`config.mk`:
```
export PLATFORM = sky130hd
export DESIGN_NAME = down_counter_timer
export DESIGN_NICKNAME = d
export VERILOG_FILES = /design/src/rtl/down_counter_timer_pkg.sv /design/src/rtl/tick_prescaler.sv /design/src/rtl/down_counter_timer.sv
export SDC_FILE = /design/constraint.sdc
export NUM_CORES = 1
export LEC_CHECK = 0
export CAP_MARGIN = 30
export CORE_AREA = 4 4 41 43
export CTS_BUF_LIST = sky130_fd_sc_hd__clkbuf_8
export DETAILED_ROUTE_END_ITERATION = 8
export DIE_AREA = 0 0 45 47
export GPL_ROUTABILITY_DRIVEN = 1
export PLACE_DENSITY_LB_ADDON = 0.2
export SETUP_SLACK_MARGIN = 0.15
export SLEW_MARGIN = 20
export SYNTH_ARGS = -nofsm -noshare
export SYNTH_HDL_FRONTEND = slang
export SYNTH_SLANG_ARGS = --single-unit
```
`constraint.sdc`:
```
create_clock -name clk -period 1.8 [get_ports clk]
set_input_delay 0.18 -clock clk [delete_from_list [all_inputs] [get_ports clk]]
set_output_delay 0.18 -clock clk [all_outputs]
set_load 0.05 [all_outputs]
```
`src/rtl/down_counter_timer_pkg.sv`:
```
// down_counter_timer_pkg: shared state encoding for the down-counter timer.
package down_counter_timer_pkg;
   localparam int STATE_W = 2;
   typedef enum logic [STATE_W-1:0] {IDLE, RUN, HOLD} state_t;
endpackage

```
`src/rtl/tick_prescaler.sv`:
```
// tick_prescaler: emits one tick every PRESCALE cycles while run is high; clear restarts the period.
module tick_prescaler #(
   parameter int PRESCALE = 1
) (
   input  logic clk,
   input  logic reset,
   input  logic clear,
   input  logic run,
   output logic tick
);
   generate
      if (PRESCALE == 1) begin : g_bypass
         logic unused;
         assign unused = ^{clk, reset, clear};
         assign tick = run;
      end else begin : g_cnt
         localparam int CW = $clog2(PRESCALE);
         logic [CW-1:0] cnt;
         assign tick = run && cnt == '0;
         always_ff @(posedge clk)
            if (!reset || clear) cnt <= CW'(PRESCALE - 1);
            else if (run) cnt <= tick ? CW'(PRESCALE - 1) : cnt - 1'b1;
      end
   endgenerate
endmodule

```
`src/rtl/down_counter_timer.sv`:
```
// down_counter_timer: loadable down-counter timer with pause, prescaler and terminal-count pulse.
// Define AUTO_RELOAD_EN to restart from the loaded value at terminal count instead of stopping.
module down_counter_timer
   import down_counter_timer_pkg::*;
#(
   parameter int WIDTH    = 4,
   parameter int PRESCALE = 1
) (
   input  logic             clk,
   input  logic             reset,
   input  logic             load,
   input  logic [WIDTH-1:0] load_val,
   input  logic             start,
   input  logic             pause,
   output logic [WIDTH-1:0] q,
   output logic             busy,
   output logic             tc
);
   state_t           state, state_next;
   logic [WIDTH-1:0] q_next;
   logic             tc_next, tick;
   tick_prescaler #(.PRESCALE(PRESCALE)) u_prescaler (
      .clk   (clk),
      .reset (reset),
      .clear (load || state == IDLE),
      .run   (state != IDLE && !pause),
      .tick  (tick)
   );
`ifdef AUTO_RELOAD_EN
   logic [WIDTH-1:0] reload;
   always_ff @(posedge clk)
      if (!reset) reload <= '0;
      else if (load) reload <= load_val;
`endif
   always_ff @(posedge clk)
      if (!reset) begin
         state <= IDLE;
         q     <= '0;
         tc    <= 1'b0;
      end else begin
         state <= state_next;
         q     <= q_next;
         tc    <= tc_next;
      end
   always_comb begin
      state_next = state;
      q_next     = q;
      tc_next    = 1'b0;
      if (load) begin
         state_next = IDLE;
         q_next     = load_val;
      end else if (state == IDLE) begin
         if (start && !pause && q != '0) state_next = RUN;
      end else if (pause) begin
         state_next = HOLD;
      end else begin
         state_next = RUN;
         if (tick) begin
            q_next = q - 1'b1;
            if (q == WIDTH'(1)) begin
               tc_next = 1'b1;
`ifdef AUTO_RELOAD_EN
               if (reload != '0) q_next = reload;
               else state_next = IDLE;
`else
               state_next = IDLE;
`endif
            end
         end
      end
   end
   assign busy = state != IDLE;
endmodule

```
==> results.sh <==
export IMPL_outcome="completed"
export IMPL_ios=15
export IMPL_slowest_stage="clkdlybuf4s50_1"
export IMPL_r2r_end="q[1]"
export IMPL_area_delta_synth_final_pct=56.2
export IMPL_drive_above_1_share=0.0667
export IMPL_grt_pass1_wl_um=1330
export IMPL_num_antenna_cells=0
export IMPL_path_max_fanout=5
export IMPL_comb_power_share=0.199
export IMPL_max_freq_ghz=0.626
export IMPL_crit_family="buffers and inverters"
export IMPL_syn_nets=54
export IMPL_hold_class="flop to flop"
export IMPL_clk_latency_ps=230
export IMPL_cts_hold_buf=0
export IMPL_rsz0062_at_grt="no"
export IMPL_dp_hpwl_um=657
export IMPL_cp_startpoint="q[2]"
export IMPL_avgSynthCellArea_um2=8.58
export IMPL_track_usage=0.0909
export IMPL_ys_types=21
export IMPL_post_cts_buffers=0
export IMPL_path_clk_slew_ps=40
export IMPL_coreArea_mm2=0.00130
export IMPL_powerDensity_mw_per_mm2=856
export IMPL_fin_crit_sh=0.888
export IMPL_end_kind="output port"
export IMPL_clock_skew_ps=1.95
export IMPL_cts_tree="built"
export IMPL_dr_first_iter_drc_count=6
export IMPL_worstSetupStartpointType="flop"
export IMPL_start_util=0.277
export IMPL_power_frac_seq=0.351
export IMPL_cts_sinks=7
export IMPL_r2r_slack_ps=460
export IMPL_place_congestion=0.762
export IMPL_maxSlewViolCount=0
export IMPL_placedCellCount=71
export IMPL_grt_pass1_vias=337
export IMPL_cts_htree_levels=1
export IMPL_cts_resized=1
export IMPL_synth_cells=42
export IMPL_ys_seq_area_frac=0.389
export IMPL_clkPwrFrac=0.450
export IMPL_cp_num_buf_inv=1
export IMPL_arrival_ps=1420
export IMPL_critical_path_depth=1
export IMPL_reg2reg_from="state[0]"
export IMPL_switchingPower_uw=129
export IMPL_route_vias_total=349
export IMPL_final_setup_viol_count=0
export IMPL_finalPower_uw=482
export IMPL_tns_ps=0
export IMPL_p_int_uw=353
export IMPL_finalHoldViolCount=0
export IMPL_clock_tree_root_cell="clkbuf_8"
export IMPL_avgViaCountPerCell=4.65
export IMPL_switching_share=0.267
export IMPL_period_needed_ps=1600
export IMPL_antenna_left=0
export IMPL_cap_violations=0
export IMPL_fin_cells=75
export IMPL_route_detailed_drc=0
export IMPL_firstDrtPassIters=2
export IMPL_port_buffers=14
export IMPL_worst_slew_pin_slew_ps=501
export IMPL_synth_area_um2=360
export IMPL_die_w_um=45
export IMPL_die_h_um=47
export IMPL_synth_warnings=0
export IMPL_leakagePower_uw=0.000249
export IMPL_criticalPathCategory="flop to output port"
export IMPL_cts_buffers=3
export IMPL_maxSlewHeadroom=0.665
export IMPL_cp_cell_sequence="clkdlybuf4s50_1"
export IMPL_grt_overflow_total=0
export IMPL_grt_max_degree=7
export IMPL_antenna_found_initial=0
export IMPL_rr_worst_depth=3
export IMPL_clk_path_buf_depth=2
export IMPL_cpPeakStageDelay_ps=830
export IMPL_die_area_mm2=0.00212
export IMPL_whs_path_depth=2
export IMPL_wire_per_inst_um=10.7
export IMPL_ir_drop_uv=361
export IMPL_synth_seq_cells=7
export IMPL_required_ps=1620
export IMPL_cp_endpoint="q[2]"
export IMPL_num_rows=13
export IMPL_routed_wl_um=806
export IMPL_final_nets=73
==> power groups by stage <==
stage / combinational [uW] / clock (uW) / sequential, uW
finish: 96.0 / 217 / 169
global route: 106 / 228 / 170
CTS: 97.1 / 225 / 169
detailed placement: 97.0 / 0 / 172
global placement: 96.4 / 0 / 172
floorplan: 34.3 / 0 / 193
==> worst min path at each step <==
stage,from,end
finish,q[2],q[2]
global placement,q[2],q[2]
global route,q[2],q[2]
floorplan,load,q[1]
detailed placement,q[2],q[2]
CTS,q[2],q[2]
==> through the flow <==
stage               cell area (um2)  worst slack [ps]  hold WS [ps]   util
floorplan                       360               255           310      -
global placement                519               236           573  0.399
detailed placement              519               196           538  0.399
CTS                             563               192           554  0.433
global route                    563               154           609  0.433
finish                          563               202           553  0.433
==> layer usage <==
metal  vias up  part of all wire  global-route usage
li1        181                 -                   -
met1       156              0.45               0.105
met2        12              0.46               0.136
met3         0             0.092              0.0460
met4         0                 0              0.0526
met5         -                 0                   0
==> cells in the final DEF (no fill, tap or decap), types with 3 or more instances in the layout <==
master and count:
clkbuf_8 3, clkdlybuf4s50_1 13, dfxtp_1 7, ha_1 3
inv_1 7, o21ai_0 4
==> final cells by class <==
| type | count | area [um2] |
|---|---|---|
| multi-input combinational | 29 | 198 |
| tap | 15 | 18.8 |
| fill | 142 | 738 |
| sequential | 7 | 140 |
| clock inverter | 1 | 3.75 |
| inverter | 6 | 22.5 |
| clock buffer | 3 | 41.3 |
| timing repair buffer | 14 | 139 |
==> cells in the mapped netlist <==
library cell | instances | area [um2]
dfxtp_1 | 7 | 140
inv_1 | 6 | 22.5
o21ai_0 | 4 | 20.0
ha_1 | 3 | 37.5
nand2_1 | 2 | 7.51
nand2b_1 | 2 | 12.5
nor2_1 | 2 | 7.51
nor3_1 | 2 | 10.0
or3_1 | 2 | 12.5
a21oi_1 | 1 | 5.00
a22o_1 | 1 | 8.76
a31oi_1 | 1 | 6.26
and3_1 | 1 | 6.26
mux2_2 | 1 | 11.3
nand3_1 | 1 | 5.00
nor3b_1 | 1 | 7.51
nor4_1 | 1 | 6.26
o21a_1 | 1 | 7.51
o21bai_1 | 1 | 7.51
o311a_1 | 1 | 10.0
xnor2_1 | 1 | 8.76
==> flip-flops by register name (all words and copies together) (netlist names) <==
register / flops
tc: 1
q: 4
state: 2
==> worst reg2reg max path, cell delays in order (launching register included) <==
cell and delay, ps:
dfxtp_1 310, o21bai_1 380, mux2_2 390, o21ai_0 180
==> cells by family after synthesis <==
kind of cell / share of synthesized area
AND/OR/NAND/NOR: 0.208
multiplexers: 0.0312
adder cells (fa/ha/maj): 0.104
flip-flops: 0.389
XOR/XNOR: 0.0243
AO/OA/AOI/OAI: 0.181
buffers and inverters: 0.0625
Power figures use the tool's default switching activity.
